===== src/rtl/fetch_unit_if.sv =====
// rtl/fetch_unit_if.sv - control and status bundle between a sequencer and the fetch unit
interface fetch_unit_if #(
    parameter int PW = 10
);
    logic          Start;
    logic          Stall;
    logic          Branch_en;
    logic          FLAG_IN;
    logic          Br_rel;
    logic [PW-1:0] Target;
    logic          Call_en;
    logic          Ret_en;
    logic [PW-1:0] PC;
    logic          Halt;
    logic          Running;
    logic          Stack_err;

    modport master (
        output Start, Stall, Branch_en, FLAG_IN, Br_rel, Target, Call_en, Ret_en,
        input  PC, Halt, Running, Stack_err
    );

    modport slave (
        input  Start, Stall, Branch_en, FLAG_IN, Br_rel, Target, Call_en, Ret_en,
        output PC, Halt, Running, Stack_err
    );
endinterface


===== src/rtl/fetch_unit.sv =====
// rtl/fetch_unit.sv - program counter with run/halt control, branches and return-address stack
module fetch_unit #(
    parameter int PW         = 10,
    parameter int START_ADDR = 0,
    parameter int HALT_ADDR  = 258,
    parameter int RAS_DEPTH  = 4
) (
    input  logic         CLK,
    input  logic         Init,
    fetch_unit_if.slave  bus
);
    localparam int            PTR_W    = $clog2(RAS_DEPTH);
    localparam int            CNT_W    = PTR_W + 1;
    localparam logic [PW-1:0] START_PC = PW'(START_ADDR);
    localparam logic [PW-1:0] HALT_PC  = PW'(HALT_ADDR);
    localparam logic [CNT_W-1:0] FULL_CNT = CNT_W'(RAS_DEPTH);

    typedef enum logic [1:0] {
        IDLE   = 2'd0,
        RUN    = 2'd1,
        HALTED = 2'd2
    } state_t;

    state_t           state_q, state_d;
    logic [PW-1:0]    pc_q, pc_d;
    logic             halt_q, halt_d;
    logic             running_q, running_d;
    logic             err_q, err_d;
    logic [PW-1:0]    ras_q [RAS_DEPTH];
    logic [PTR_W-1:0] ptr_q, ptr_d;
    logic [CNT_W-1:0] cnt_q, cnt_d;

    logic             push, pop, clear;
    logic [PW-1:0]    pc_inc;
    logic [PTR_W-1:0] top_idx;

    // ptr_q points at the next free slot; the newest entry sits one below it.
    // Pushing when full lands on the oldest entry, giving circular overwrite for free.
    assign pc_inc  = pc_q + PW'(1);
    assign top_idx = ptr_q - PTR_W'(1);

    // Next-state decision: priority stall > return > call > branch > halt > increment.
    always_comb begin
        state_d = state_q;
        pc_d    = pc_q;
        halt_d  = halt_q;
        err_d   = err_q;
        push    = 1'b0;
        pop     = 1'b0;
        clear   = 1'b0;
        case (state_q)
            IDLE: begin
                pc_d = START_PC;
                if (bus.Start) begin
                    state_d = RUN;
                end
            end
            RUN: begin
                if (!bus.Stall) begin
                    if (bus.Ret_en) begin
                        if (cnt_q != '0) begin
                            pc_d = ras_q[top_idx];
                            pop  = 1'b1;
                        end else begin
                            pc_d  = pc_inc;
                            err_d = 1'b1;
                        end
                    end else if (bus.Call_en) begin
                        push = 1'b1;
                        pc_d = bus.Target;
                        if (cnt_q == FULL_CNT) begin
                            err_d = 1'b1;
                        end
                    end else if (bus.Branch_en && bus.FLAG_IN) begin
                        pc_d = bus.Br_rel ? (pc_q + bus.Target) : bus.Target;
                    end else if (pc_q == HALT_PC) begin
                        pc_d    = pc_inc;
                        halt_d  = 1'b1;
                        state_d = HALTED;
                    end else begin
                        pc_d = pc_inc;
                    end
                end
            end
            HALTED: begin
                if (bus.Start) begin
                    pc_d    = START_PC;
                    halt_d  = 1'b0;
                    clear   = 1'b1;
                    state_d = RUN;
                end
            end
            default: begin
                state_d = IDLE;
                pc_d    = START_PC;
            end
        endcase
        running_d = (state_d == RUN);
    end

    // Stack pointer and occupancy bookkeeping; occupancy saturates at full.
    always_comb begin
        ptr_d = ptr_q;
        cnt_d = cnt_q;
        if (clear) begin
            ptr_d = '0;
            cnt_d = '0;
        end else if (push) begin
            ptr_d = ptr_q + PTR_W'(1);
            if (cnt_q != FULL_CNT) begin
                cnt_d = cnt_q + CNT_W'(1);
            end
        end else if (pop) begin
            ptr_d = top_idx;
            cnt_d = cnt_q - CNT_W'(1);
        end
    end

    // All architectural state, including the stack storage, with async reset to IDLE.
    always_ff @(posedge CLK or negedge Init) begin
        if (!Init) begin
            state_q   <= IDLE;
            pc_q      <= START_PC;
            halt_q    <= 1'b0;
            running_q <= 1'b0;
            err_q     <= 1'b0;
            ptr_q     <= '0;
            cnt_q     <= '0;
            for (int i = 0; i < RAS_DEPTH; i++) begin
                ras_q[i] <= '0;
            end
        end else begin
            state_q   <= state_d;
            pc_q      <= pc_d;
            halt_q    <= halt_d;
            running_q <= running_d;
            err_q     <= err_d;
            ptr_q     <= ptr_d;
            cnt_q     <= cnt_d;
            if (push) begin
                ras_q[ptr_q] <= pc_inc;
            end
        end
    end

    assign bus.PC        = pc_q;
    assign bus.Halt      = halt_q;
    assign bus.Running   = running_q;
    assign bus.Stack_err = err_q;
endmodule


===== src/flat_wrapper.sv =====
// flat-port wrapper written by rule: the top's interface ports become plain ports
module fetch_unit_flat 
#(
    parameter int PW         = 10,
    parameter int START_ADDR = 0,
    parameter int HALT_ADDR  = 258,
    parameter int RAS_DEPTH  = 4
)
  (CLK, Init, bus_Start, bus_Stall, bus_Branch_en, bus_FLAG_IN, bus_Br_rel, bus_Target, bus_Call_en, bus_Ret_en, bus_PC, bus_Halt, bus_Running, bus_Stack_err);
  fetch_unit_if #(.PW(PW)) bus_i ();
  input  logic CLK;
  input  logic Init;
  input wire logic [$bits(bus_i.Start)-1:0] bus_Start;
  input wire logic [$bits(bus_i.Stall)-1:0] bus_Stall;
  input wire logic [$bits(bus_i.Branch_en)-1:0] bus_Branch_en;
  input wire logic [$bits(bus_i.FLAG_IN)-1:0] bus_FLAG_IN;
  input wire logic [$bits(bus_i.Br_rel)-1:0] bus_Br_rel;
  input wire logic [$bits(bus_i.Target)-1:0] bus_Target;
  input wire logic [$bits(bus_i.Call_en)-1:0] bus_Call_en;
  input wire logic [$bits(bus_i.Ret_en)-1:0] bus_Ret_en;
  output wire logic [$bits(bus_i.PC)-1:0] bus_PC;
  output wire logic [$bits(bus_i.Halt)-1:0] bus_Halt;
  output wire logic [$bits(bus_i.Running)-1:0] bus_Running;
  output wire logic [$bits(bus_i.Stack_err)-1:0] bus_Stack_err;
  assign bus_i.Start = bus_Start;
  assign bus_i.Stall = bus_Stall;
  assign bus_i.Branch_en = bus_Branch_en;
  assign bus_i.FLAG_IN = bus_FLAG_IN;
  assign bus_i.Br_rel = bus_Br_rel;
  assign bus_i.Target = bus_Target;
  assign bus_i.Call_en = bus_Call_en;
  assign bus_i.Ret_en = bus_Ret_en;
  assign bus_PC = bus_i.PC;
  assign bus_Halt = bus_i.Halt;
  assign bus_Running = bus_i.Running;
  assign bus_Stack_err = bus_i.Stack_err;
  fetch_unit #(.PW(PW), .START_ADDR(START_ADDR), .HALT_ADDR(HALT_ADDR), .RAS_DEPTH(RAS_DEPTH)) u_core (.CLK(CLK), .Init(Init), .bus(bus_i));
endmodule

===== config.mk =====
export PLATFORM = sky130hd
export DESIGN_NAME = fetch_unit_flat
export DESIGN_NICKNAME = d
export VERILOG_FILES = /design/src/rtl/fetch_unit_if.sv /design/src/rtl/fetch_unit.sv /design/src/flat_wrapper.sv
export SDC_FILE = /design/constraint.sdc
export NUM_CORES = 1
export LEC_CHECK = 0
export CAP_MARGIN = 0
export CORE_UTILIZATION = 53
export DETAILED_ROUTE_END_ITERATION = 10
export PLACE_DENSITY = 0.86
export RECOVER_POWER = 50
export SYNTH_ARGS = -nofsm -noshare
export SYNTH_HDL_FRONTEND = slang
export SYNTH_SLANG_ARGS = --single-unit

===== constraint.sdc =====
create_clock -name CLK -period 2.3 [get_ports CLK]
set_input_delay 0.46 -clock CLK [delete_from_list [all_inputs] [get_ports CLK]]
set_output_delay 0.46 -clock CLK [all_outputs]
set_load 0.01 [all_outputs]

# ---- After elaboration in Yosys (flattened, before gate mapping)
# Cells that the tools add are included.
dict set report totals {
  out_inout_bits 13
  regBits 60
}
dict set report op_classes {
  add_sub_neg 6
  n_reduce_logical 13
  order_cmp 3
  bitwise_logic 3
  muxes 49
  eq_ne 14
}
# operator count
set ops {}
lappend ops {{10-bit two-way mux} 10}
lappend ops {{40-bit bitwise mux} 1}
lappend ops {{10-bit binary-select mux with 2-bit select} 1}
lappend ops {{10-bit demux with 2-bit select} 1}
lappend ops {{1-bit two-way mux} 20}
lappend ops {{10-bit one-hot mux with 2 select lines} 1}
lappend ops {{2-bit two-way mux} 9}
lappend ops {{3-bit two-way mux} 4}
lappend ops {{2-bit inequality test (second input constant)} 6}
lappend ops {{10-bit by 1-bit adder with 10-bit output (second input constant)} 1}
lappend ops {{10-bit adder} 1}
lappend ops {{10-bit by 9-bit == test with 1-bit output (second input constant)} 1}
lappend ops {{7-bit AND reduction} 1}
lappend ops {{3-bit greater-or-equal comparator (second input constant)} 2}
lappend ops {{3-bit inequality test (second input constant)} 2}
lappend ops {{2-bit inverter with 3-bit output} 2}
lappend ops {{2-bit nonzero test} 3}
lappend ops {{3-bit nonzero test} 2}
lappend ops {{5-bit AND reduction} 1}
lappend ops {{2-bit by 1-bit == test with 1-bit output (second input constant)} 2}
lappend ops {{2-bit one-hot mux with 2 select lines} 1}
lappend ops {{2-bit AND reduction} 2}
lappend ops {{3-bit by 1-bit adder with 3-bit output (second input constant)} 1}
lappend ops {{3-bit == test (second input constant)} 1}
lappend ops {{other kinds (11)} 12}

# ---- Longest topological paths before layout
dict set report logic_depth {
  depth_word 9
  ltp_mapped 9
  ltp_nobuf 9
}

# ---- Worst setup path before layout
# No wires, ideal clock.
dict set report synth_timing {
  path_type {flip-flop to flip-flop}
  start {register u_core.ptr_q[0]}
  end {register u_core.pc_q[6], in the netlist u_core.bus.PC[6]}
  t_arrival_ns 2.066
  stages_incl_launch_ff 9
  slack_ns 0.113
  n_path_buf 2
  required_time_ns 2.179
  period_less_slack_ns 2.187
  path_cell_list {dfrtp_1 -> buf_4 -> inv_1 -> ha_1 -> buf_1 -> mux4_2 -> o21ai_0 -> a21oi_1 -> a22o_1}
}
dict set report synth_between {
  elab_chain_len 9
}
# item line
set synth_rtl {}
lappend synth_rtl {{from (decl)} fetch_unit.sv:30} ;# logic [PTR_W-1:0] ptr_q, ptr_d;
lappend synth_rtl {{from (signal assigned)} fetch_unit.sv:138} ;# ptr_q <= ptr_d;
lappend synth_rtl {{2-bit by 1-bit subtractor with 2-bit output} fetch_unit.sv:40} ;# assign top_idx = ptr_q - PTR_W'(1);
lappend synth_rtl {{2-bit inverter with 3-bit output (not written as such)} fetch_unit.sv:62} ;# pc_d = ras_q[top_idx];
lappend synth_rtl {{10-bit binary-select mux with 2-bit select} fetch_unit.sv:62}
lappend synth_rtl {{10-bit two-way mux (not written as such) (2 in a row)} fetch_unit.sv:62}
lappend synth_rtl {{10-bit two-way mux} fetch_unit.sv:61} ;# if (cnt_q != '0) begin
lappend synth_rtl {{10-bit two-way mux} fetch_unit.sv:60} ;# if (bus.Ret_en) begin
lappend synth_rtl {{10-bit two-way mux} fetch_unit.sv:59} ;# if (!bus.Stall) begin
lappend synth_rtl {{10-bit one-hot mux with 2 select lines} fetch_unit.sv:51} ;# case (state_q)
lappend synth_rtl {{to (signal assigned)} fetch_unit.sv:134} ;# pc_q <= pc_d;
lappend synth_rtl {{to (decl)} fetch_unit.sv:25} ;# logic [PW-1:0] pc_q, pc_d;
# Every way passes these cells. The select of a mux whose other input is x is not followed.
# A chain may end at the register's enable or synchronous reset.

# ---- Worst setup path in the final report
dict set report layout_timing {
  start {input port bus_Target[2]}
  end {register u_core.pc_q[8], in the netlist u_core.bus.PC[8]}
}
dict set report layout_between {
  elab_chain_len 7
}
# item line
set layout_rtl {}
lappend layout_rtl {{from (decl)} flat_wrapper.sv:18} ;# input wire logic [$bits(bus_i.Target)-1:0] bus_Target;
lappend layout_rtl {{10-bit adder} fetch_unit.sv:75} ;# pc_d = bus.Br_rel ? (pc_q + bus.Target) : bus.Target;
lappend layout_rtl {{10-bit two-way mux} fetch_unit.sv:75}
lappend layout_rtl {{10-bit two-way mux} fetch_unit.sv:74} ;# end else if (bus.Branch_en && bus.FLAG_IN) begin
lappend layout_rtl {{10-bit two-way mux} fetch_unit.sv:68} ;# end else if (bus.Call_en) begin
lappend layout_rtl {{10-bit two-way mux} fetch_unit.sv:60}
lappend layout_rtl {{10-bit two-way mux} fetch_unit.sv:59}
lappend layout_rtl {{10-bit one-hot mux with 2 select lines} fetch_unit.sv:51}
# Every way passes these cells. The select of a mux whose other input is x is not followed.

==> metrics.md <==
| Metric | Value |
|---|---|
| Core Footprint | `6531 sq um` |
| Worst Path Buf+Inv | `2` |
| Hold Violations, Final | `0` |
| # DRC | `0` |
| Max IR drop VDD | `0.5536 mV` |
| PwrDens | `1268 nW/um^2` |
| Slew HR | `between 1.5 and 2%` |
| CP Cell Sequence | `clkdlybuf4s50_1, ha_1, nor2b_2, o21ai_2, a21oi_1, buf_4, a2111oi_1, a211oi_1, o31ai_1` |
| Fin crit period | `approximately 2200 ps` |
| Total wire length | `about 10,000 um` |
| Synth top area share | `between 40 and 50%` |
| Synth Flop Type | `dfrtp_1` |
| Static Leak | `2.056 nW` |
| Cell area after layout | `between 4000 and 5000 sq um` |
| Synth Net Count | `approximately 440` |
| Post-synthesis mux area share | `6.667%` |
| Worst Path Max Fanout | `4` |
| Initial Utilization | `56.32%` |
| Vias per cell | `6.332` |
| Routed Antenna Nets | `0` |
| Crit-path leading delay family | `compound AO/OA/AOI/OAI gates` |
| Number of synthesized flops with an enable pin | `0` |
| Setup Viol. Count Final | `0` |
| Clock latency at the later pin of the worst-skew pair | `350 ps` |
| Vias in the first global route | `approximately 3,500` |
| Tightest Hold Check Type | `flop to flop` |
| Worst Path Arrival | `2470 ps` |
| # clock sinks | `60` |
| Max-cap violations | `0` |
| CP Capture Type | `flop` |
| First-pass GRT wire length | `17,190 um` |
| DIE WIDTH | `~85 um` |
| Simple logic cell fraction of the synthesized area | `17.11%` |
| Worst slew pin tran | `1470 ps` |
| Fin Clk Skew | `10.53 ps` |
| XOR/XNOR share of the synthesized area | `under 10%` |
| Synth unique cells | `52` |
| Synth Instances | `approximately 400` |
| Post-CTS setup buffer count | `0` |
| Post-DP Area | `4410 sq um` |
| WS Path Type | `input pin to flop` |
| Final period utilization | `96.76%` |
| Critical path required time | `around 2600 ps` |
| IO Port Bufs | `31` |
| Die area | `between 7000 and 8000 sq um` |
| CP startpoint kind | `input pin` |
| CTS tree | `built` |
| Comb power frac | `54.1%` |
| RSZ-0062 raised after global routing | `no` |
| Yosys top cell by area | `dfrtp_1` |
| Worst-case clock buffer depth | `2` |
| GP Congestion | `0.9782` |
| Share of layout cells above drive strength 1 | `21.07%` |
| Flop pwr share | `a little under a third` |
| Initial DRC count | `391` |
| Root Buffer | `clkbuf_8` |
| Status | `finished, final reports clean` |
| Switching share of total power | `a little over two fifths` |
| Clock H-tree levels | `3` |
| Synth top area cells | `dfrtp_1, o21ai_0, nand2_1` |
| Final Util | `between 70 and 80%` |
| Cell Rows | `29` |
| P&R area growth vs syn | `25.00%` |
| WL per Instance | `18.35 um` |
| Switching power | `2.426 mW` |
| Synth Area in Compound Gates | `21.60%` |
| Ports | `32` |
| Pre-antenna DRT Iters | `6` |
| Register area share after synthesis | `40.82%` |
| Yosys warns | `0` |
| GRT overflow | `0` |
| Fmax | `approximately 450 MHz` |
| Adder-cell share of the synthesized area | `6.190%` |
| Smallest hold slack | `479.6 ps` |
| Max-slew violations | `0` |
| Vias | `3,552` |
| Most common cell after layout, fill and taps aside | `nand2_1` |
| Synth Cell Area | `about 3700 sq um` |
| TritonCTS buffer count | `9` |
| CP max-delay cell | `clkdlybuf4s50_1` |
| Largest family of logic cells by synthesized area | `compound AO/OA/AOI/OAI gates` |
| R2r setup slk | `200 ps` |
| Critical Path Max Stage Delay | `430 ps` |
| Post-DP HPWL | `7383 um` |
| Commonest non-fill, non-tap cells in the layout | `nand2_1, o21ai_0, dfrtp_1` |
| Internal | `3.405 mW` |
| Syn_area_per_cell | `9.151 sq um` |
| Antenna Cells | `0` |
| Post-synth ARST share | `100.0%` |
| Clock power frac | `approximately 15%` |
| Die height | `85.31 um` |
| Largest net degree at the start of global routing | `61` |
| Initial antenna violation count | `0` |
| Total track usage | `30.67%` |
| TNS Setup | `0 ps` |
| Worst-path clk slew | `70 ps` |
| Synthesis-stage register bit count | `60` |
| Layout Nets | `515` |
==> cell usage after synthesis, drive strengths merged (2+ instances only) <==
library cell	count
a2111oi	3
a211oi	3
a21o	5
a21oi	24
a22oi	2
a31oi	3
and2	3
and3	2
and4	2
buf	10
clkbuf	13
dfrtp	60
fa	2
ha	15
inv	12
mux2i	2
mux4	10
nand2	69
nand2b	4
nand3	6
nand4	4
nor2	23
nor2b	8
nor3	6
nor4	4
o21a	3
o21ai	62
o221a	2
o221ai	5
o31ai	8
or2	2
xnor2	5
xor2	9
==> sequential cells by signal, summed over array words and instances (netlist names) <==
name and cells:
u_core.bus.Halt 1, u_core.bus.PC 10, u_core.ras_q 40, u_core.ptr_q 2, u_core.bus.Stack_err 1, u_core.state_q 2
u_core.bus.Running 1, u_core.cnt_q 3
==> timing repair <==
| item | 4_1_cts | 5_1_grt |
|---|---|---|
| resized for setup | 3 | 9 |
| hold buffers | 0 | 0 |
| pin swaps | 1 | 3 |
| setup endpoints to repair | 2 | 4 |
==> final cells by class <==
class                   instances  area [sq um]
multi-input cells             307          2053
fillers                       510          1933
flip-flops and latches         60          1501
repair buffers                 89         732.0
clock buffers                  12         145.1
well taps                      77         96.34
inverters                      12         45.04
clock inverters                 4         25.02
==> power by group through the flow <==
stage               logic, mW  clock network [mW]  registers, mW
floorplan                1.80                   0           1.85
global placement         2.94                   0           1.78
detailed placement       3.04                   0           1.82
CTS                      3.07               0.854           1.81
global route             3.45               0.915           1.87
finish                   3.15               0.851           1.83
==> path summary, 6_finish.rpt <==
path                                 startpoint              endpoint  cells past startpoint
min in group asynchronous                  Init       u_core.ptr_q[0]                      2
max in group asynchronous                  Init      u_core.ras_q[15]                      2
hold / removal             u_core.bus.Stack_err  u_core.bus.Stack_err                      1
setup reg to reg               u_core.bus.PC[0]      u_core.bus.PC[8]                     10
hold reg to reg            u_core.bus.Stack_err  u_core.bus.Stack_err                      1
setup / recovery                  bus_Target[2]      u_core.bus.PC[8]                      9
==> logic make-up after synthesis <==
group | count (synthesis)
multiplexers | 12
buffers and inverters | 35
AO/OA/AOI/OAI | 130
flip-flops | 60
adder cells (fa/ha/maj) | 17
AND/OR/NAND/NOR | 134
XOR/XNOR | 14
==> routing by layer <==
layer	wire length, um	track usage, %	vias up
met1	4288	40.68	1693
met4	442	14.70	0
met2	4764	49.56	205
met5	0	0	-
li1	-	-	1599
met3	801	4.864	55
==> stage by stage <==
stage	power (mW)	worst slack, ps	instances
final	5.831	74.41	561
after floorplan	3.651	113.4	402
after detailed placement	4.861	-404.1	545
after global routing	6.236	2.671	561
after global placement	4.714	-339.5	545
after CTS	5.735	26.57	561
Note: power is estimated with default switching activity, not from simulation.
